$ cat src/rtl/trap_sequencer.sv
// Machine-mode trap/interrupt sequencer: prioritises exceptions and interrupts,
// latches cause/tval/epc, then runs flush -> CSR commit pulse -> PC redirect.
module trap_sequencer #(
  parameter int XLEN     = 32,
  parameter bit VECTORED = 1'b0
) (
  input  logic            i_clk,
  input  logic            i_rst,
  input  logic [5:0]      i_ex_vec,
  input  logic            i_mret,
  input  logic            i_boundary,
  input  logic [2:0]      i_irq,
  input  logic            i_mie,
  input  logic [2:0]      i_irq_en,
  input  logic [XLEN-1:0] i_pc,
  input  logic [XLEN-1:0] i_badaddr,
  input  logic [31:0]     i_inst,
  input  logic [XLEN-1:0] i_tvec,
  input  logic [XLEN-1:0] i_epc,
  input  logic            i_flush_ack,
  output logic            o_busy,
  output logic            o_flush_req,
  output logic            o_csr_trap,
  output logic            o_csr_mret,
  output logic [XLEN-1:0] o_cause,
  output logic [XLEN-1:0] o_tval,
  output logic [XLEN-1:0] o_epc,
  output logic            o_redirect,
  output logic [XLEN-1:0] o_redirect_pc
);

  localparam logic [1:0] S_IDLE     = 2'd0;
  localparam logic [1:0] S_FLUSH    = 2'd1;
  localparam logic [1:0] S_COMMIT   = 2'd2;
  localparam logic [1:0] S_REDIRECT = 2'd3;

  localparam logic [XLEN-1:0] ALIGN_MASK = {{(XLEN-2){1'b1}}, 2'b00};

  logic [1:0]      state_q, state_d;
  logic            mret_q, mret_d;
  logic            intr_q, intr_d;
  logic [3:0]      code_q, code_d;
  logic [XLEN-1:0] cause_q, cause_d;
  logic [XLEN-1:0] tval_q, tval_d;
  logic [XLEN-1:0] epc_q, epc_d;
  logic [XLEN-1:0] rpc_q, rpc_d;

  logic            ex_any;
  logic            irq_take;
  logic [2:0]      irq_pend;
  logic [3:0]      ex_code;
  logic [XLEN-1:0] ex_tval;
  logic [3:0]      irq_code;
  logic [XLEN-1:0] vec_off;

  assign ex_any   = |i_ex_vec;
  assign irq_pend = i_irq & i_irq_en;
  assign irq_take = i_boundary & i_mie & (|irq_pend);

  // NOTE: every signal written here gets a default first so no latch is inferred.
  always_comb begin
    ex_code  = 4'd0;
    ex_tval  = '0;
    irq_code = 4'd0;
    if (i_ex_vec[5]) begin
      ex_code = 4'd3;
      ex_tval = i_pc;
    end else if (i_ex_vec[4]) begin
      ex_code = 4'd0;
      ex_tval = i_badaddr;
    end else if (i_ex_vec[3]) begin
      ex_code = 4'd2;
      ex_tval = XLEN'(i_inst);
    end else if (i_ex_vec[2]) begin
      ex_code = 4'd11;
    end else if (i_ex_vec[1]) begin
      ex_code = 4'd6;
      ex_tval = i_badaddr;
    end else if (i_ex_vec[0]) begin
      ex_code = 4'd4;
      ex_tval = i_badaddr;
    end
    if (irq_pend[2])      irq_code = 4'd11;
    else if (irq_pend[1]) irq_code = 4'd3;
    else if (irq_pend[0]) irq_code = 4'd7;
  end

  assign vec_off = (VECTORED && intr_q) ? (XLEN'(code_q) << 2) : '0;

  always_comb begin
    state_d = state_q;
    mret_d  = mret_q;
    intr_d  = intr_q;
    code_d  = code_q;
    cause_d = cause_q;
    tval_d  = tval_q;
    epc_d   = epc_q;
    rpc_d   = rpc_q;
    case (state_q)
      S_IDLE: begin
        if (ex_any) begin
          state_d = S_FLUSH;
          mret_d  = 1'b0;
          intr_d  = 1'b0;
          code_d  = ex_code;
          cause_d = XLEN'(ex_code);
          tval_d  = ex_tval;
          epc_d   = i_pc;
        end else if (irq_take) begin
          state_d = S_FLUSH;
          mret_d  = 1'b0;
          intr_d  = 1'b1;
          code_d  = irq_code;
          cause_d = {1'b1, (XLEN-1)'(irq_code)};
          tval_d  = '0;
          epc_d   = i_pc;
        end else if (i_mret) begin
          // MRET leaves cause/tval/epc untouched; only the CSR stack pop follows.
          state_d = S_FLUSH;
          mret_d  = 1'b1;
          intr_d  = 1'b0;
        end
      end
      S_FLUSH: begin
        if (i_flush_ack) state_d = S_COMMIT;
      end
      S_COMMIT: begin
        state_d = S_REDIRECT;
        rpc_d   = mret_q ? (i_epc & ALIGN_MASK) : ((i_tvec & ALIGN_MASK) + vec_off);
      end
      default: state_d = S_IDLE;
    endcase
  end

  // NOTE: reset is synchronous and clears the latched payload too; <= keeps all
  // registers updating from the same pre-edge values.
  always_ff @(posedge i_clk) begin
    if (i_rst) begin
      state_q <= S_IDLE;
      mret_q  <= 1'b0;
      intr_q  <= 1'b0;
      code_q  <= 4'd0;
      cause_q <= '0;
      tval_q  <= '0;
      epc_q   <= '0;
      rpc_q   <= '0;
    end else begin
      state_q <= state_d;
      mret_q  <= mret_d;
      intr_q  <= intr_d;
      code_q  <= code_d;
      cause_q <= cause_d;
      tval_q  <= tval_d;
      epc_q   <= epc_d;
      rpc_q   <= rpc_d;
    end
  end

  assign o_busy        = (state_q != S_IDLE);
  assign o_flush_req   = (state_q == S_FLUSH);
  assign o_csr_trap    = (state_q == S_COMMIT) && !mret_q;
  assign o_csr_mret    = (state_q == S_COMMIT) && mret_q;
  assign o_redirect    = (state_q == S_REDIRECT);
  assign o_cause       = cause_q;
  assign o_tval        = tval_q;
  assign o_epc         = epc_q;
  assign o_redirect_pc = rpc_q;

endmodule

$ cat config.mk
export PLATFORM = sky130hd
export DESIGN_NAME = trap_sequencer
export DESIGN_NICKNAME = d
export VERILOG_FILES = /design/src/rtl/trap_sequencer.sv
export SDC_FILE = /design/constraint.sdc
export NUM_CORES = 1
export LEC_CHECK = 0
export BUFFER_PORTS_ARGS = -buffer_cell sky130_fd_sc_hd__buf_2
export CAP_MARGIN = 20
export CELL_PAD_IN_SITES_DETAIL_PLACEMENT = 1
export CELL_PAD_IN_SITES_GLOBAL_PLACEMENT = 1
export CORE_ASPECT_RATIO = 0.7
export CORE_MARGIN = 1
export CORE_UTILIZATION = 30
export DETAILED_ROUTE_END_ITERATION = 10
export GPL_ROUTABILITY_DRIVEN = 0
export HOLD_SLACK_MARGIN = 0.1
export PLACE_DENSITY = 0.91
export SYNTH_ARGS = -nofsm -noshare
export SYNTH_HDL_FRONTEND = slang
export SYNTH_SLANG_ARGS = --single-unit
export TNS_END_PERCENT = 10
$ cat constraint.sdc
create_clock -name i_clk -period 1.7 [get_ports i_clk]
set_input_delay 0.255 -clock i_clk [delete_from_list [all_inputs] [get_ports i_clk]]
set_output_delay 0.255 -clock i_clk [all_outputs]
set_load 0.005 [all_outputs]
==> key figures, run 1 <==
Outcome
  – Outcome: completed

CTS
  – CTS Sinks: 102
  – Clock Path Buffers: 2
  – Clock-pin slew on the worst setup and hold paths: 0.07 ns
  – CTS tree: yes
  – Cts bufs inserted: 9
  – H-tree lvl count: 3
  – Worst-Skew Late Latency: 0.34 ns
  – Clk root buf: clkbuf_16
  – Hold-fix buffers, CTS: 0

GRT
  – Grt total ovfl: 0
  – GRT Util Overall: 0.217
  – Largest net degree at the start of global routing: 67
  – Vias in the first global route: 5,153
  – First-pass GRT wire length: 28,000 microns
  – Initial antenna violation count: 1

STA
  – Final Hold Viols: 0
  – Slew Viols, Final: 0
  – RSZ-0062 raised after global routing: false
  – Final period utilization: 0.962
  – Setup TNS Final: 0 ns
  – Max frequency: 612 MHz
  – Final min period: 1.64 ns
  – Clock Skew: 0.00946 ns
  – Final setup violation count: 0

Logic synthesis
  – Mapped Cells: 521
  – Most common cell in the netlist: dfxtp_1
  – Post-synth cell types: 38
  – Seq/Total Area, Yosys: 0.422
  – Mapped Area: 0.00483 sq mm
  – Ys Warns: 0
  – Largest area contributor in the netlist: dfxtp_1
  – Synth top area share: 0.422
  – Average cell area after synthesis: 9.28 sq um
  – Fraction of registers with async set/reset: 0
  – #FFs+latches synth: 102
  – Area contributors post-synth: dfxtp_1 42%, a221o_1 6.6%, a32o_1 6.6%
  – Synth cell count leaders: 102 x dfxtp_1, 41 x clkbuf_1, 37 x a21oi_1
  – Primary FF master, synth: dfxtp_1
  – Post-synth EDFFs: 0

Setup path
  – CP Capture Type: output pin
  – CP max-delay cell: dfxtp_4
  – CP Class: flip-flop to output pin
  – Arrival @ worst endpoint: 1.38 ns
  – Required time worst endpoint: 1.44 ns
  – Startpoint types: flip-flop
  – Worst Path Max Fanout: 32
  – CP max stage delay: 0.36 ns
  – CP Cell Sequence: inv_2, ha_4, clkinv_4, buf_12, buf_2

Detailed routing
  – DRC viols: 0
  – Total wire length: 18,700 microns
  – Vias per cell: 5.15
  – Final ANT Viol Nets: 0
  – Wire length per cell after detailed routing: 18.8 microns
  – Initial DRC Count: 307
  – DRT Pass-1 Iters: 4
  – DR vias: 5,125

Job
  – Max Cap Violations: 0

Cells and area
  – Layout cells sized above 1: 0.429
  – Area grow syn2layout: 42.7%
  – Final nets: 972
  – Number of diodes: 0
  – Fin util: 0.442

Pwr
  – P per Cell Area: 1420 mW/mm^2
  – Leak pwr: 3.16 nW
  – Max VDD drop: 0.000642 V

Die
  – Core Box Area: 0.0156 sq mm
  – Die Area: 0.0166 sq mm
  – Die Height: 108 microns
  – Rows: 38
  – IO Count: 311
  – Starting Density: 0.310
  – Die width: 154 microns

Place
  – DP HPWL: 14,200 microns
  – I/O Buffers: 277

Hold path
  – Worst Hold Class: primary input to flip-flop
-- report_power, final --
part	internal, mW	switching [mW]	total [mW]
Sequential	3.14	0.397	3.54
Clock	1.19	0.911	2.10
Combinational	1.92	2.23	4.15
-- critical path, delay by kind of cell (launching register included) --
| kind | cells | cell delay, ns |
|---|---|---|
| DFF | 1 | 0.36 |
| adders and majority gates | 1 | 0.16 |
| buffers and inverters | 4 | 0.49 |
-- sequential cells by signal, indices dropped and copies added (netlist names) --
signal         cells
o_cause            5
mret_q             1
state_q            2
o_tval            32
o_epc             32
o_redirect_pc     30
-- metrics by stage --
step | area (sq um) | total power [mW] | setup slack (ns) | std cells | hold WS (ns)
2_1_floorplan | 4940 | 5.65 | 0.159 | 549 | 0.403
3_3_place_gp | 6520 | 7.36 | 0.0200 | 975 | 0.441
3_5_place_dp | 6520 | 7.56 | 0.00976 | 975 | 0.448
4_1_cts | 6850 | 9.79 | -0.0496 | 991 | 0.162
5_1_grt | 6900 | 10.4 | 0.0103 | 995 | 0.167
6_report | 6900 | 9.79 | 0.0647 | 995 | 0.169
-- per-layer routing --
layer  wire, microns  track usage  vias up
met5               0            0        -
met4             359       0.0650        0
met3            1170       0.0529       33
met2            8950        0.374      195
met1            8190        0.269     2463
li1                -            -     2434
-- what timing repair did --
action	CTS	global route
resized for setup	7	6
setup endpoints to repair	3	2
pin swaps	0	1
hold endpoints to repair	0	0
buffers inserted	0	4
-- layout by cell type (no fill, tap or decap), types with 24 or more instances in the layout --
| cell type | instances |
|---|---|
| a211oi_1 | 32 |
| a32o_1 | 32 |
| nor2_1 | 36 |
| a221o_1 | 32 |
| buf_4 | 24 |
| a21oi_1 | 37 |
| dfxtp_1 | 99 |
| nand2b_1 | 34 |
| o21ai_0 | 36 |
| nand3_1 | 32 |
| conb_1 | 29 |
| mux2i_1 | 30 |
| buf_2 | 277 |
-- layout make-up --
class / instances / area (sq um)
Fill cell: 1917 / 8700
Multi-Input combinational cell: 360 / 2480
Sequential cell: 102 / 2050
Timing Repair Buffer: 312 / 1790
Tap cell: 200 / 250
Clock buffer: 12 / 246
Clock inverter: 4 / 55.1
Inverter: 5 / 23.8
-- path summary, 6_finish.rpt --
path | from | end | slack, ns | depth (start not counted)
setup / recovery | state_q[0] | o_busy | 0.06 | 5
hold / removal | i_pc[5] | o_epc[5] | 0.17 | 3
setup reg to reg | state_q[0] | o_tval[12] | 0.20 | 6
hold reg to reg | o_tval[31] | o_tval[31] | 0.46 | 1
-- kinds of logic (layout without fill, tap and decap cells) --
group / count (synthesis) / count (layout) / share of synthesized area
compound gates: 183 / 183 / 0.286
simple gates: 114 / 114 / 0.122
flops: 102 / 102 / 0.422
buf+inv: 87 / 333 / 0.0960
mux: 30 / 30 / 0.0621
fa+ha+maj: 4 / 4 / 0.0104
other cells: 1 / 29 / 0.000776
(Power assumes the default switching activity.)
==> run 2, diff against run 1 <==
--- a/config.mk
+++ b/config.mk
@@ -14,8 +14,8 @@
 export CORE_UTILIZATION = 30
 export DETAILED_ROUTE_END_ITERATION = 10
 export GPL_ROUTABILITY_DRIVEN = 0
-export HOLD_SLACK_MARGIN = 0.1
-export PLACE_DENSITY = 0.91
+export HOLD_SLACK_MARGIN = 0.12
+export PLACE_DENSITY_LB_ADDON = 0.1
 export SYNTH_ARGS = -nofsm -noshare
 export SYNTH_HDL_FRONTEND = slang
 export SYNTH_SLANG_ARGS = --single-unit
==> key figures, run 2 (synthesized netlist as in run 1, its figures left out) <==
Detailed routing
  – DRT Pass-1 Iters: 4 (unchanged)
  – Final ANT Viol Nets: 0 (unchanged)
  – DR vias: 5,107 (-0.35%)
  – Wire length per cell after detailed routing: 18.0 microns (-3.8%)
  – DRC viols: 0 (unchanged)
  – Total wire length: 17,800 microns (-4.4%)
  – Vias per cell: 5.16 (+0.25%)
  – Initial DRC Count: 262 (-15%)

Pwr
  – Leak pwr: 3.11 nW (-1.6%)
  – P per Cell Area: 1410 mW/mm^2 (-0.89%)
  – Post-route total power: 9.57 mW (-2.3%)
  – Max VDD drop: 0.000604 V (-5.9%)

GRT
  – Met2 Resource Use GR: 0.358 (-0.0162)
  – Grt total ovfl: 0 (unchanged)
  – Met1 Usage GRT: 0.274 (+0.00511)
  – GRT Util Overall: 0.215 (-0.00219)
  – First-pass GRT wire length: 28,200 microns (+0.74%)
  – Initial antenna violation count: 1 (unchanged)
  – M3 GR Usage: 0.0581 (+0.00521)
  – Largest net degree at the start of global routing: 67 (unchanged)
  – Gr busiest metal: met2
  – Vias in the first global route: 5,275 (+2.4%)

Cells and area
  – Final nets: 965 (-0.72%)
  – Fin util: 0.436 (-0.00618)
  – Most common cell after layout, fill and taps aside: buf_2
  – Layout cells sized above 1: 0.425 (-0.00380)
  – Area grow syn2layout: 40.7%
  – Most frequent cells in the layout: 277 x buf_2, 99 x dfxtp_1, 37 x a21oi_1

CTS
  – Clk root buf: clkbuf_16
  – Cts bufs inserted: 9 (unchanged)
  – CTS tree: yes
  – Worst-Skew Late Latency: 0.34 ns (about the same)
  – CTS Sinks: 102 (unchanged)
  – H-tree lvl count: 3 (unchanged)
  – Clock-pin slew on the worst setup and hold paths: 0.07 ns (about the same)
  – Clock Path Buffers: 2 (unchanged)
  – Post-CTS setup buffer count: 0 (unchanged)
  – Hold-fix buffers, CTS: 0 (unchanged)

Die
  – Rows: 38 (unchanged)
  – Starting Density: 0.310 (unchanged)
  – IO Count: 311 (unchanged)
  – Die Area: 0.0166 sq mm (unchanged)
  – Die width: 154 microns (unchanged)
  – Core Box Area: 0.0156 sq mm (unchanged)
  – Die Height: 108 microns (unchanged)

STA
  – Slew Viols, Final: 0 (unchanged)
  – RSZ-0062 raised after global routing: true
  – Final Hold Viols: 0 (unchanged)
  – Final min period: 1.65 ns (+0.0168 ns)
  – Clock Skew: 0.00397 ns (-0.00549 ns)
  – Setup TNS Final: 0 ns (unchanged)
  – Hold slack: 0.162 ns (-0.00716 ns)
  – Final setup violation count: 0 (unchanged)
  – Final period utilization: 0.972 (+0.00988)
  – Max frequency: 605 MHz (-1.0%)

Setup path
  – CP Capture Type: output pin
  – Critical Path Source: state_q[1]
  – Startpoint types: flip-flop
  – Required time worst endpoint: 1.44 ns (about the same)
  – Worst path depth: 5 (unchanged)
  – CP Cell Sequence: inv_2, ha_4, clkinv_4, buf_6, buf_2
  – CP Class: flip-flop to output pin
  – R2R Path Start: state_q[1]
  – Setup slack, reg-to-reg: 0.27 ns (+0.07 ns)
  – Worst Path Max Fanout: 20 (-38%)
  – Setup crit end: o_busy
  – CP max stage delay: 0.35 ns (about the same)
  – CP max-delay cell: dfxtp_2
  – Cell family with most CP delay: buffers and inverters
  – Arrival @ worst endpoint: 1.40 ns (+0.02 ns)
  – Worst Path Buf+Inv: 4 (unchanged)
  – R2R depth: 6 (unchanged)
  – Reg2Reg Capture Point: o_tval[7]

Place
  – DP HPWL: 13,600 microns (-4.0%)
  – I/O Buffers: 277 (unchanged)

Hold path
  – Worst Hold Class: primary input to flip-flop

Job
  – Max Cap Violations: 0 (unchanged)

Outcome
  – Outcome: completed
run 2: metal layers:
metal / vias up / share of wire
met5: - / 0
met4: 0 / 0.014
met3: 23 / 0.070
met2: 178 / 0.47
met1: 2490 / 0.45
li1: 2416 / -
run 2: final cells by class:
type | count | area [sq um]
multi-input cells | 360 | 2480
repair buffers | 305 | 1690
diodes | 1 | 2.50
fillers | 1913 | 8800
clock buffers | 11 | 243
well taps | 200 | 250
flip-flops and latches | 102 | 2050
inverters | 5 | 26.3
clock inverters | 5 | 58.8
run 2: through the flow:
| step | cells | area, sq um | setup slack (ns) |
|---|---|---|---|
| floorplan | 549 | 4940 | 0.159 |
| global placement | 972 | 6460 | 0.00403 |
| detailed placement | 972 | 6460 | -0.0291 |
| CTS | 988 | 6780 | 0.0202 |
| global route | 989 | 6800 | -0.0262 |
| finish | 989 | 6800 | 0.0479 |
run 2: report_power, final:
part | leakage [nW] | switching (mW) | total [mW] | internal [mW]
Combinational | 2.13 | 2.15 | 3.95 | 1.80
Sequential | 0.842 | 0.365 | 3.50 | 3.14
Clock | 0.142 | 0.928 | 2.11 | 1.18
run 2: timing repair:
item | 4_1_cts | 5_1_grt
pin swaps | 1 | 0
hold endpoints to repair | 0 | 0
endpoints found under the setup margin | 3 | 3
gates resized for setup | 7 | 4
run 2: worst min path at each step:
stage,startpoint,endpoint,slack [ns],depth (start not counted)
2_1_floorplan,i_pc[0],o_epc[0],0.40,2
3_3_place_gp,o_tval[2],o_tval[2],0.44,1
3_5_place_dp,o_tval[30],o_tval[30],0.45,1
4_1_cts,i_pc[28],o_epc[28],0.15,3
5_1_grt,i_pc[19],o_epc[19],0.16,3
6_report,i_pc[28],o_epc[28],0.16,3
run 2: worst register-to-register path, cell delays in order (launching register included):
cell and delay (ns):
dfxtp_2 0.35, inv_2 0.09, ha_4 0.20, buf_4 0.19
a21oi_4 0.08, buf_12 0.19, a32o_1 0.23
